### config.mk
export PLATFORM = sky130hd
export DESIGN_NAME = mem_stage
export DESIGN_NICKNAME = d
export VERILOG_FILES = /design/src/rtl/mem_stage.sv
export SDC_FILE = /design/constraint.sdc
export NUM_CORES = 1
export LEC_CHECK = 0
export BUFFER_PORTS_ARGS = -buffer_cell sky130_fd_sc_hd__buf_2
export CORE_UTILIZATION = 30
export CTS_CLUSTER_DIAMETER = 50
export DETAILED_ROUTE_END_ITERATION = 6
export HOLD_SLACK_MARGIN = 0.12
export SLEW_MARGIN = 20
export SYNTH_ARGS = -nofsm -noshare
export SYNTH_HDL_FRONTEND = slang
export SYNTH_SLANG_ARGS = --single-unit
### constraint.sdc
create_clock -name clk -period 1.7 [get_ports clk]
set_input_delay 0.085 -clock clk [delete_from_list [all_inputs] [get_ports clk]]
set_output_delay 0.085 -clock clk [all_outputs]
set_load 0.01 [all_outputs]
### src/rtl/mem_stage.sv
// Memory stage of the pipeline: consumes the registered EX outputs, performs the
// data-memory access over a req/ack bus (word or byte lanes) and drives the
// MEM/WB registers.
//
// Ports:
//   clk, reset              clock, asynchronous active-low reset
//   we                      pipeline write enable from the hazard unit
//   is_branch, alu_zero,    branch resolution inputs from EX
//   pc_branch
//   mem_read, mem_write,    memory request and its width (0 = word, 1 = byte)
//   mem_type
//   mem_to_reg, reg_write   writeback controls
//   alu_out, data_t,        effective address / ALU result, store data,
//   reg_addr                destination register
//   branch_taken/_target    combinational branch resolution
//   stall                   holds upstream stages while an access is in flight
//   reg/data/write_probe    forwarding probe of the current EX/MEM contents
//   dmem_*                  data-memory bus (req/we/addr/be/wdata out, rdata/ack in)
//   wb_*                    MEM/WB pipeline registers
//   bus_err, addr_err       sticky error flags (ack timeout, misaligned word access)
module mem_stage #(
  parameter int unsigned TIMEOUT = 16,
  parameter int unsigned TCW     = 5
) (
  input  logic        clk,
  input  logic        reset,
  input  logic        we,
  input  logic        is_branch,
  input  logic        alu_zero,
  input  logic [31:0] pc_branch,
  input  logic        mem_read,
  input  logic        mem_write,
  input  logic        mem_type,
  input  logic        mem_to_reg,
  input  logic        reg_write,
  input  logic [31:0] alu_out,
  input  logic [31:0] data_t,
  input  logic [4:0]  reg_addr,
  output logic        branch_taken,
  output logic [31:0] branch_target,
  output logic        stall,
  output logic [4:0]  reg_probe,
  output logic [31:0] data_probe,
  output logic        write_probe,
  output logic        dmem_req,
  output logic        dmem_we,
  output logic [31:0] dmem_addr,
  output logic [3:0]  dmem_be,
  output logic [31:0] dmem_wdata,
  input  logic [31:0] dmem_rdata,
  input  logic        dmem_ack,
  output logic        wb_mem_to_reg,
  output logic        wb_reg_write,
  output logic [31:0] wb_alu_out,
  output logic [31:0] wb_mem_data,
  output logic [4:0]  wb_reg_addr,
  output logic        bus_err,
  output logic        addr_err
);

  typedef enum logic [1:0] {StIdle, StWait, StDone} state_e;

  state_e         state_q, state_d;
  logic [TCW-1:0] cnt_q;
  logic [31:0]    cap_q;
  // Shape of the in-flight access, kept so read formatting does not depend on
  // upstream holding its outputs.
  logic           op_byte_q, op_load_q;
  logic [1:0]     op_lane_q;

  logic        mem_op, aligned, timeout_hit;
  logic        start, commit;
  logic [3:0]  req_be;
  logic [31:0] req_wdata;
  logic [7:0]  rd_byte;
  logic [31:0] rd_fmt;

  assign mem_op      = mem_read | mem_write;
  assign aligned     = mem_type | (alu_out[1:0] == 2'b00);
  assign timeout_hit = (cnt_q == TCW'(TIMEOUT - 1));

  assign req_be    = mem_type ? (4'b0001 << alu_out[1:0]) : 4'b1111;
  assign req_wdata = mem_type ? {4{data_t[7:0]}} : data_t;

  // Little-endian lane select; stores capture zero.
  assign rd_byte = dmem_rdata[{op_lane_q, 3'b000} +: 8];
  assign rd_fmt  = !op_load_q ? 32'h0 :
                   op_byte_q  ? {{24{rd_byte[7]}}, rd_byte} : dmem_rdata;

  assign branch_taken  = is_branch & alu_zero;
  assign branch_target = pc_branch;

  assign reg_probe   = reg_addr;
  assign data_probe  = alu_out;
  assign write_probe = reg_write & ~mem_to_reg;

  always_ff @(posedge clk or negedge reset) begin
    if (!reset) begin
      state_q <= StIdle;
    end else begin
      state_q <= state_d;
    end
  end

  always_comb begin
    state_d = state_q;
    start   = 1'b0;
    commit  = 1'b0;
    stall   = 1'b0;
    unique case (state_q)
      StIdle: begin
        if (mem_op && aligned) begin
          // we is ignored here: the bus access always launches.
          state_d = StWait;
          start   = 1'b1;
          stall   = 1'b1;
        end else if (we) begin
          commit = 1'b1;
        end
      end
      StWait: begin
        stall = 1'b1;
        if (dmem_ack || timeout_hit) begin
          state_d = StDone;
        end
      end
      StDone: begin
        if (we) begin
          state_d = StIdle;
          commit  = 1'b1;
        end
      end
      default: state_d = StIdle;
    endcase
    // Upstream must see stall released as soon as reset is asserted.
    stall = stall & reset;
  end

  always_ff @(posedge clk or negedge reset) begin
    if (!reset) begin
      cnt_q         <= '0;
      cap_q         <= '0;
      op_byte_q     <= 1'b0;
      op_load_q     <= 1'b0;
      op_lane_q     <= 2'b00;
      dmem_req      <= 1'b0;
      dmem_we       <= 1'b0;
      dmem_addr     <= '0;
      dmem_be       <= '0;
      dmem_wdata    <= '0;
      wb_mem_to_reg <= 1'b0;
      wb_reg_write  <= 1'b0;
      wb_alu_out    <= '0;
      wb_mem_data   <= '0;
      wb_reg_addr   <= '0;
      bus_err       <= 1'b0;
      addr_err      <= 1'b0;
    end else begin
      if (start) begin
        dmem_req   <= 1'b1;
        dmem_we    <= mem_write;
        dmem_addr  <= {alu_out[31:2], 2'b00};
        dmem_be    <= req_be;
        dmem_wdata <= req_wdata;
        cnt_q      <= '0;
        op_byte_q  <= mem_type;
        op_load_q  <= mem_read;
        op_lane_q  <= alu_out[1:0];
      end

      if (state_q == StWait) begin
        if (dmem_ack) begin
          // Ack wins over a simultaneous timeout.
          cap_q    <= rd_fmt;
          dmem_req <= 1'b0;
        end else if (timeout_hit) begin
          bus_err  <= 1'b1;
          cap_q    <= '0;
          dmem_req <= 1'b0;
        end else begin
          cnt_q <= cnt_q + TCW'(1);
        end
      end

      if ((state_q == StIdle) && mem_op && !aligned) begin
        addr_err <= 1'b1;
      end

      if (commit) begin
        wb_mem_to_reg <= mem_to_reg;
        // A commit from IDLE with mem_op set is a rejected misaligned access.
        wb_reg_write  <= reg_write & ~((state_q == StIdle) & mem_op);
        wb_alu_out    <= alu_out;
        wb_reg_addr   <= reg_addr;
        wb_mem_data   <= (state_q == StDone) ? cap_q : 32'h0;
      end
    end
  end

endmodule

; Yosys cells after proc, flatten, opt, wreduce, memory -nomap -nowiden
; Cells that the tools add are included.
[classes]
addsub = 1
n_eq_ne = 6
shifts = 2
mux = 25
bitwise = 10
n_reduce_logical = 11
[op_table]
columns = cell, count
row1 = 2-to-1 mux 32 bit, 6
row2 = indexed part select 32 x 6 -> 8 bit, 1
row3 = 2-to-1 mux 5 bit, 4
row4 = 2-to-1 mux 1 bit, 8
row5 = 2-to-1 mux 2 bit, 3
row6 = "!= test 2 bit, second input constant", 3
row7 = one-hot mux 2 bit (3 select lines), 1
row8 = AND reduction 3 bit, 2
row9 = "adder 5 x 1 -> 5 bit, second input constant", 1
row10 = AND 1 bit, 5
row11 = "== test 5 x 4 -> 1 bit, second input constant", 1
row12 = logical NOT 2 bit, 2
row13 = 2-to-1 mux 4 bit, 1
row14 = one-hot mux 1 bit (2 select lines), 2
row15 = "left shift 1 x 2 -> 4 bit, first input constant", 1
row16 = logical AND 1 bit, 3
row17 = NOT 1 bit, 3
row18 = "== test 2 x 1 -> 1 bit, second input constant", 1
row19 = "== test 2 bit, second input constant", 1
row20 = OR 1 bit, 2
row21 = AND reduction 2 bit, 1
row22 = nonzero test 2 bit, 1
row23 = logical NOT 1 bit, 1
row24 = logical OR 1 bit, 1
[word_totals]
ff_bits = 184
input_bits = 144
output_inout_bits = 215

; Longest topological paths before layout
; Gate-level depths: netlist (run 1).
[depth]
ltp_word = 9
ltp_mapped = 6

; Worst setup path before layout (run 1)
; No wires, ideal clock.
[synth_timing]
path_type = reg-to-reg
from = register state_q[1]
to = register wb_alu_out[10]
setup_ns = 0.125
arrival_ns = 1.588
required_time_ns = 1.575
slack_ns = -0.013
stages_incl_launch_ff = 6
n_path_buf = 2
synth_period_minus_slack_ns = 1.713
cell_sequence = dfrtp_1 -> clkbuf_2 -> o21bai_4 -> o211ai_2 -> buf_2 -> mux2_2
[synth_via]
elab_chain_cells = 2
elab_cells_between_ends = 3
[synth_lines]
columns = item, line_no
row1 = from (decl), 63  ; state_e state_q, state_d;
row2 = from (signal assigned), 99  ; state_q <= StIdle;
row3 = from (signal assigned), 101  ; state_q <= state_d;
row4 = == test 2 bit / logical NOT 2 bit (equally long branches), 110  ; unique case (state_q)
row5 = one-hot mux 1 bit (2 select lines) *, 110
row6 = to (signal assigned), 193  ; wb_alu_out <= alu_out;
row7 = to (decl), 54  ; output logic [31:0] wb_alu_out,
; Mark *: on every way between the ends. The rest lies on a longest branch, timed or not.
; A chain may end at the register's enable or synchronous reset.

; Worst setup path in the final report (run 1)
[layout_timing]
from = input alu_out[0]
to = register dmem_addr[21]
[layout_via]
elab_chain_cells = 5
[layout_lines]
columns = item, line_no
row1 = from (decl), 36  ; input logic [31:0] alu_out,
row2 = logical NOT 2 bit, 79  ; assign aligned = mem_type | (alu_out[1:0] == 2'b00);
row3 = OR 1 bit, 79
row4 = logical AND 1 bit, 112  ; if (mem_op && aligned) begin
row5 = 2-to-1 mux 1 bit, 112
row6 = 2-to-1 mux 1 bit, 110
row7 = to (signal assigned), 162  ; dmem_addr <= {alu_out[31:2], 2'b00};
row8 = to (decl), 47  ; output logic [31:0] dmem_addr,
; Every way passes these cells.

==> summary.txt, run 1 <==
Critical path
  – FF-to-FF Start: state_q[1]
  – Crit path largest cell delay: 530 ps
  – Kind of critical path: input port to flip-flop
  – Slowest-stage cell, CP: dlygate4sd3_1
  – CP cell instances: dlygate4sd3_1 -> buf_2 -> o21ba_2 -> nor3_4 -> buf_12 -> mux2_2
  – Max Fanout on Critical Path: 50
  – Crit. Startpoint: alu_out[0]
  – Cell count of the worst reg-to-reg path: 4
  – Critical path launch point type: input port
  – Endpoint class of the critical path: flip-flop
  – Crit path required time: 2020 ps
  – Worst path arrival time: 1980 ps

Floorplanning
  – Core ar.: 27100 µm²
  – Die Area: 28400 µm²
  – Row Count: 60
  – Die width: 169 µm
  – Initial Utilization: 0.307
  – # IOs: 359
  – Die Span Y: 169 µm

Outcome
  – Outcome: complete, no violations

Place
  – Placed instance area: 9790 µm²
  – IO buf count: 292
  – GP Congestion: 0.791
  – HPWL Detailed: 16200 µm

Timing
  – Worst hold slack: 130 ps
  – Fmax: 603 MHz
  – Final Skew: 24.0 ps
  – Least-Margin Pin Slew: 680 ps
  – Total negative setup slack: 0 ps
  – Hold violation total from the final report: 0
  – Slew margin rel.: 0.545
  – Period minus WS final: 1660 ps
  – Endpoints failing setup: 0
  – Final Slew Violations: 0
  – Final Cycle Share: 0.976

Cells and area
  – Post-Route Utilization: 0.425
  – Layout net count: 1133
  – Layout cells sized above 1: 0.485
  – Area growth syn-to-layout: 38.5%
  – Final instance area: 11500 µm²

Global route
  – Largest net degree at the start of global routing: 91
  – Total track usage: 0.168
  – Initial antenna violation count: 1
  – First-pass GRT wire length: 36900 µm
  – GRT Residual Overflow: 0
  – Vias in the first global route: 6658

Power
  – Power, Total: 19.0 mW
  – Peak supply drop: 0.000826 V
  – Pleak: 5.85 nW
  – Power per Cell Area: 1650 nW/µm²

Logic synthesis
  – Synthesized area: 8320 µm²
  – Synthesized flop and latch total: 184
  – Synth Flop Type: dfrtp_1
  – Post-synthesis sequential area ratio: 0.553
  – Syn Inst Count: 649
  – Asr flop ratio synth: 1.00
  – YS warnings: 0
  – Count of distinct cell types in the synthesized netlist: 59
  – Post-synth EDFFs: 0
  – Avg Synthesized Cell Area: 12.8 µm²

Drt
  – Post-DRT Antenna Nets: 0
  – Router iterations before antenna repair: 4
  – Vias per inst: 4.66
  – DRT iter0 DRCs: 333
  – Wire length per cell: 17.4 µm
  – Drt drc: 0
  – Via Count: 6403
  – Routed WL: 23900 µm

Clocking
  – CTS clk-pin slew, worst paths: 90 ps
  – H-tree levels: 4
  – Clock sink count: 184
  – Clk_lat worst skew: 430 ps
  – CTS tree: done
  – Root buf cell: clkbuf_16
  – Num CTS Buffers: 17
  – Clock buffer depth: 2

Flow run
  – Number of max-cap violations: 0

Worst hold path
  – Worst Hold Path Cells: 4
  – Worst hold path type: input port to flip-flop
  – Hold path start: data_t[19]
## area by class of cell
class,count,area [µm²]
sequential,184,4610
multi-input combinational,323,2860
antenna,1,2.50
clock buffer,17,425
clock inverter,15,198
fill,2536,15600
tap,372,465
inverter,31,116
timing repair buffer,431,2850
## kinds of logic after synthesis
group	share of synthesized area
AOI/OAI and AO/OA	0.119
xor gates and xnor gates	0.00105
adders and majority gates	0.00150
buffers and inverters	0.108
DFF	0.553
muxes	0.153
other	0.000451
and+or+nand+nor	0.0645
## final timing paths
kind / end / slack [ps]
setup / recovery: dmem_addr[21] / 40
hold / removal: dmem_wdata[19] / 130
setup reg to reg: dmem_addr[21] / 60
hold reg to reg: bus_err / 460
max in group asynchronous: cap_q[6] / 390
min in group asynchronous: dmem_req / 250
## synthesized netlist by cell type (all sizes together), types with 2 or more instances
cell type  instances  area (µm²)
nor3               2        15.0
and4              32         280
a21o              34         255
o21ai             33         165
o21a               4        30.0
inv               30         113
mux2             109        1230
nand3              4        20.0
or4                2        15.0
and3               2        12.5
a22o               2        17.5
and4b              3        30.0
a221o             25         256
o21ba              2        20.0
nor2               4        15.0
nand2b             2        12.5
buf               91         688
nand3b             2        15.0
dfrtp            184        4600
a21bo              2        20.0
nor2b              3        18.8
o221ai             2        17.5
o22ai              7        43.8
clkbuf            20        80.1
mux2i              2        20.0
o2bb2ai            6        52.6
o211ai             2        20.0
a21oi              4        20.0
nand2             14        52.6
## report_power, final
part / switching (mW) / internal, mW
sequential: 1.06 / 6.39
clock: 2.02 / 2.14
combinational: 3.60 / 3.78
## critical path: cells and delay by family
| family | cells | cell delay, ps |
|---|---|---|
| buf+inv | 3 | 950 |
| mux | 1 | 390 |
| compound gates | 1 | 270 |
| simple gates | 1 | 230 |
## cells in the final DEF, fill, tap and decap left out, drive strengths merged, types with 3 or more instances in the layout
cell type and count:
clkbuf 18, a221o 25, a21o 34, o22ai 7, nor2b 3, a21oi 4, and4b 3, nand3 4
inv 36, o21a 4, mux2 109, nor2 4, and4 32, buf 324, o2bb2ai 6, dlygate4sd3 106
dfrtp 184, o21ai 33, clkinv 9, nand2 14
## metrics by stage
step | setup slack, ps | std cells
final | 40.4 | 1374
after global routing | -28.6 | 1373
after CTS | 2.82 | 1372
after detailed placement | 12.9 | 1232
after global placement | 24.9 | 1232
after floorplan | -9.84 | 650
## per-layer routing
| layer | up-vias | track usage | routed length (µm) |
|---|---|---|---|
| li1 | 2951 | - | - |
| met1 | 3197 | 0.208 | 10200 |
| met2 | 226 | 0.284 | 11800 |
| met3 | 29 | 0.0419 | 1340 |
| met4 | 0 | 0.0613 | 577 |
| met5 | - | 0 | 0 |
## repair_timing
item                                   in CTS  in global routing
endpoints found under the hold margin     322                  0
gates cloned                                0                  0
setup endpoints to repair                   1                  9
hold buffers                              106                  0
buffers inserted                            2                  1
gates resized for setup                     4                  2
Power figures use the tool's default switching activity.
==> inputs of run 2 (changes only) <==
Settings changed: BUFFER_PORTS_ARGS -buffer_cell sky130_fd_sc_hd__buf_2 to default, DONT_BUFFER_PORTS from default to 1.
Clock period 1.7 ns to 1.4 ns, I/O delays scaled along.
==> run 2 against run 1 <==
Effect of this change: clock power increased by 22%; via count decreased by 13%; final area decreased by 4.6%; worst setup slack got worse by 330 ps; final cell count decreased by 18%; sequential power increased by 41%; the flow now finishes with violations (negative hold slack, negative setup slack); critical endpoint is now dmem_wdata[17]; register-to-register slack got worse by 350 ps; worst hold slack got worse by 790 ps.
==> summary.txt, run 2 (synthesis results as in run 1) <==
Global route
  – Vias in the first global route: 5879
  – Total track usage: 0.162
  – GRT Residual Overflow: 0
  – Initial antenna violation count: 1
  – Largest net degree at the start of global routing: 186
  – First-pass GRT wire length: 35300 µm

Critical path
  – Max Fanout on Critical Path: 7
  – Kind of critical path: flip-flop to flip-flop
  – Crit path required time: 1700 ps
  – Endpoint class of the critical path: flip-flop
  – Critical path launch point type: flip-flop
  – Worst path arrival time: 1990 ps

Timing
  – Final Skew: 17.5 ps
  – Final Slew Violations: 0
  – Slew margin rel.: 0.485
  – Total negative setup slack: -35810 ps
  – Hold violation total from the final report: 184
  – RSZ-0062 raised after global routing: true
  – Fmax: 593 MHz
  – PnR worst setup slack: -285 ps
  – Least-Margin Pin Slew: 773 ps
  – Endpoints failing setup: 175
  – Worst hold slack: -661 ps
  – Final Cycle Share: 1.20
  – Period minus WS final: 1690 ps

Place
  – Post-place setup slack: -264 ps
  – Placed instance area: 8600 µm²
  – IO buf count: 0
  – HPWL Detailed: 14300 µm
  – GP Congestion: 0.739

Power
  – Switch share: 0.339
  – Sw Pwr: 7.88 mW
  – Comb pwr share: 0.327
  – Pleak: 5.20 nW
  – Power share of the clock group: 0.219
  – Peak supply drop: 0.000956 V
  – Sequential share of power: 0.454
  – Int Pwr: 15.3 mW
  – Power per Cell Area: 2110 nW/µm²

Cells and area
  – Most frequent cells in the layout: dfrtp_1 (183), dlygate4sd3_1 (120), mux2_4 (65), mux2_2 (42), a21o_1 (34)
  – Storage element area: 4610 µm²
  – Commonest non-fill, non-tap cell in the layout: dfrtp_1
  – Filler cell count: 2495
  – Area growth syn-to-layout: 32.1%
  – Final instance area: 11000 µm²
  – Area occupied by multi-input gates: 3190 µm²
  – Layout cells sized above 1: 0.303
  – Layout net count: 884

Clocking
  – H-tree levels: 4
  – CTS clk-pin slew, worst paths: 80 ps
  – Root buf cell: clkbuf_16
  – Clock sink count: 184
  – Clock buffer depth: 2
  – CTS tree: done
  – Num CTS Buffers: 17
  – Clk_lat worst skew: 430 ps

Drt
  – Vias per inst: 4.97
  – Router iterations before antenna repair: 4
  – Wire length per cell: 20.7 µm
  – Met3 Routed Length: 1590 µm
  – M1 wire length: 9760 µm
  – Post-DRT Antenna Nets: 0
  – Via Count: 5590
  – DRT iter0 DRCs: 431
  – Met2 wire length: 11600 µm
  – DR top layer: met4
  – Routed WL: 23300 µm
  – Drt drc: 0

Floorplanning
  – Row Count: 60
  – Die Span Y: 169 µm
  – Die width: 169 µm
  – Core ar.: 27100 µm²
  – # IOs: 359
  – Initial Utilization: 0.307
  – Die Area: 28400 µm²

Outcome
  – Failing checks: negative hold slack, negative setup slack
  – Outcome: complete, but fails checks

Flow run
  – Number of max-cap violations: 0

Worst hold path
  – Worst hold path type: input port to asynchronous set/reset pin
## run 2: stage by stage
| stage | cells | util | total power [mW] |
|---|---|---|---|
| floorplan | 650 | - | 14.7 |
| global placement | 953 | 0.317 | 16.4 |
| detailed placement | 953 | 0.317 | 16.5 |
| CTS | 1114 | 0.396 | 22.9 |
| global route | 1125 | 0.406 | 24.5 |
| finish | 1125 | 0.406 | 23.2 |
## run 2: layout make-up
class	count	share of cell area
antenna	1	0.000228
clock buffer	19	0.0403
clock inverter	13	0.0147
inverter	31	0.0106
multi-input combinational	326	0.290
sequential	184	0.419
tap	372	0.0423
timing repair buffer	179	0.182
## run 2: worst max-delay path: stages (launching register included)
cell,delay (ps)
dfrtp_1,400
o21bai_4,200
nor3_4,240
buf_12,150
buf_12,120
buf_12,130
mux2_4,300
## run 2: routing by layer
layer	track usage	vias up
li1	-	2452
met5	0	-
met2	0.271	241
met4	0.0502	0
met3	0.0510	25
met1	0.199	2872
## run 2: final timing paths
kind / from / end / slack (ps) / depth (start not counted)
max: state_q[1] / dmem_wdata[17] / -290 / 6
min: reset / wb_alu_out[13] / -660 / 0
max reg2reg: state_q[1] / dmem_wdata[17] / -290 / 6
min reg2reg: cap_q[5] / cap_q[5] / 490 / 1
max in group asynchronous: reset / wb_alu_out[26] / 1560 / 0
min in group clk: pc_branch[17] / branch_target[17] / 140 / 0
## run 2: power by group through the flow
stage	Combinational, mW	Clock (mW)	Sequential (mW)
after CTS	7.10	5.26	10.5
after detailed placement	5.96	0	10.6
final	7.59	5.08	10.5
after global placement	5.78	0	10.6
after global routing	8.18	5.47	10.8
after floorplan	4.77	0	9.92
## run 2: timing repair
action	4_1_cts	5_1_grt
hold buffers	120	4
endpoints found under the hold margin	368	225
pin swaps	1	14
cloned	4	4
gates resized for setup	53	37
endpoints found under the setup margin	177	181
buffers inserted	6	2
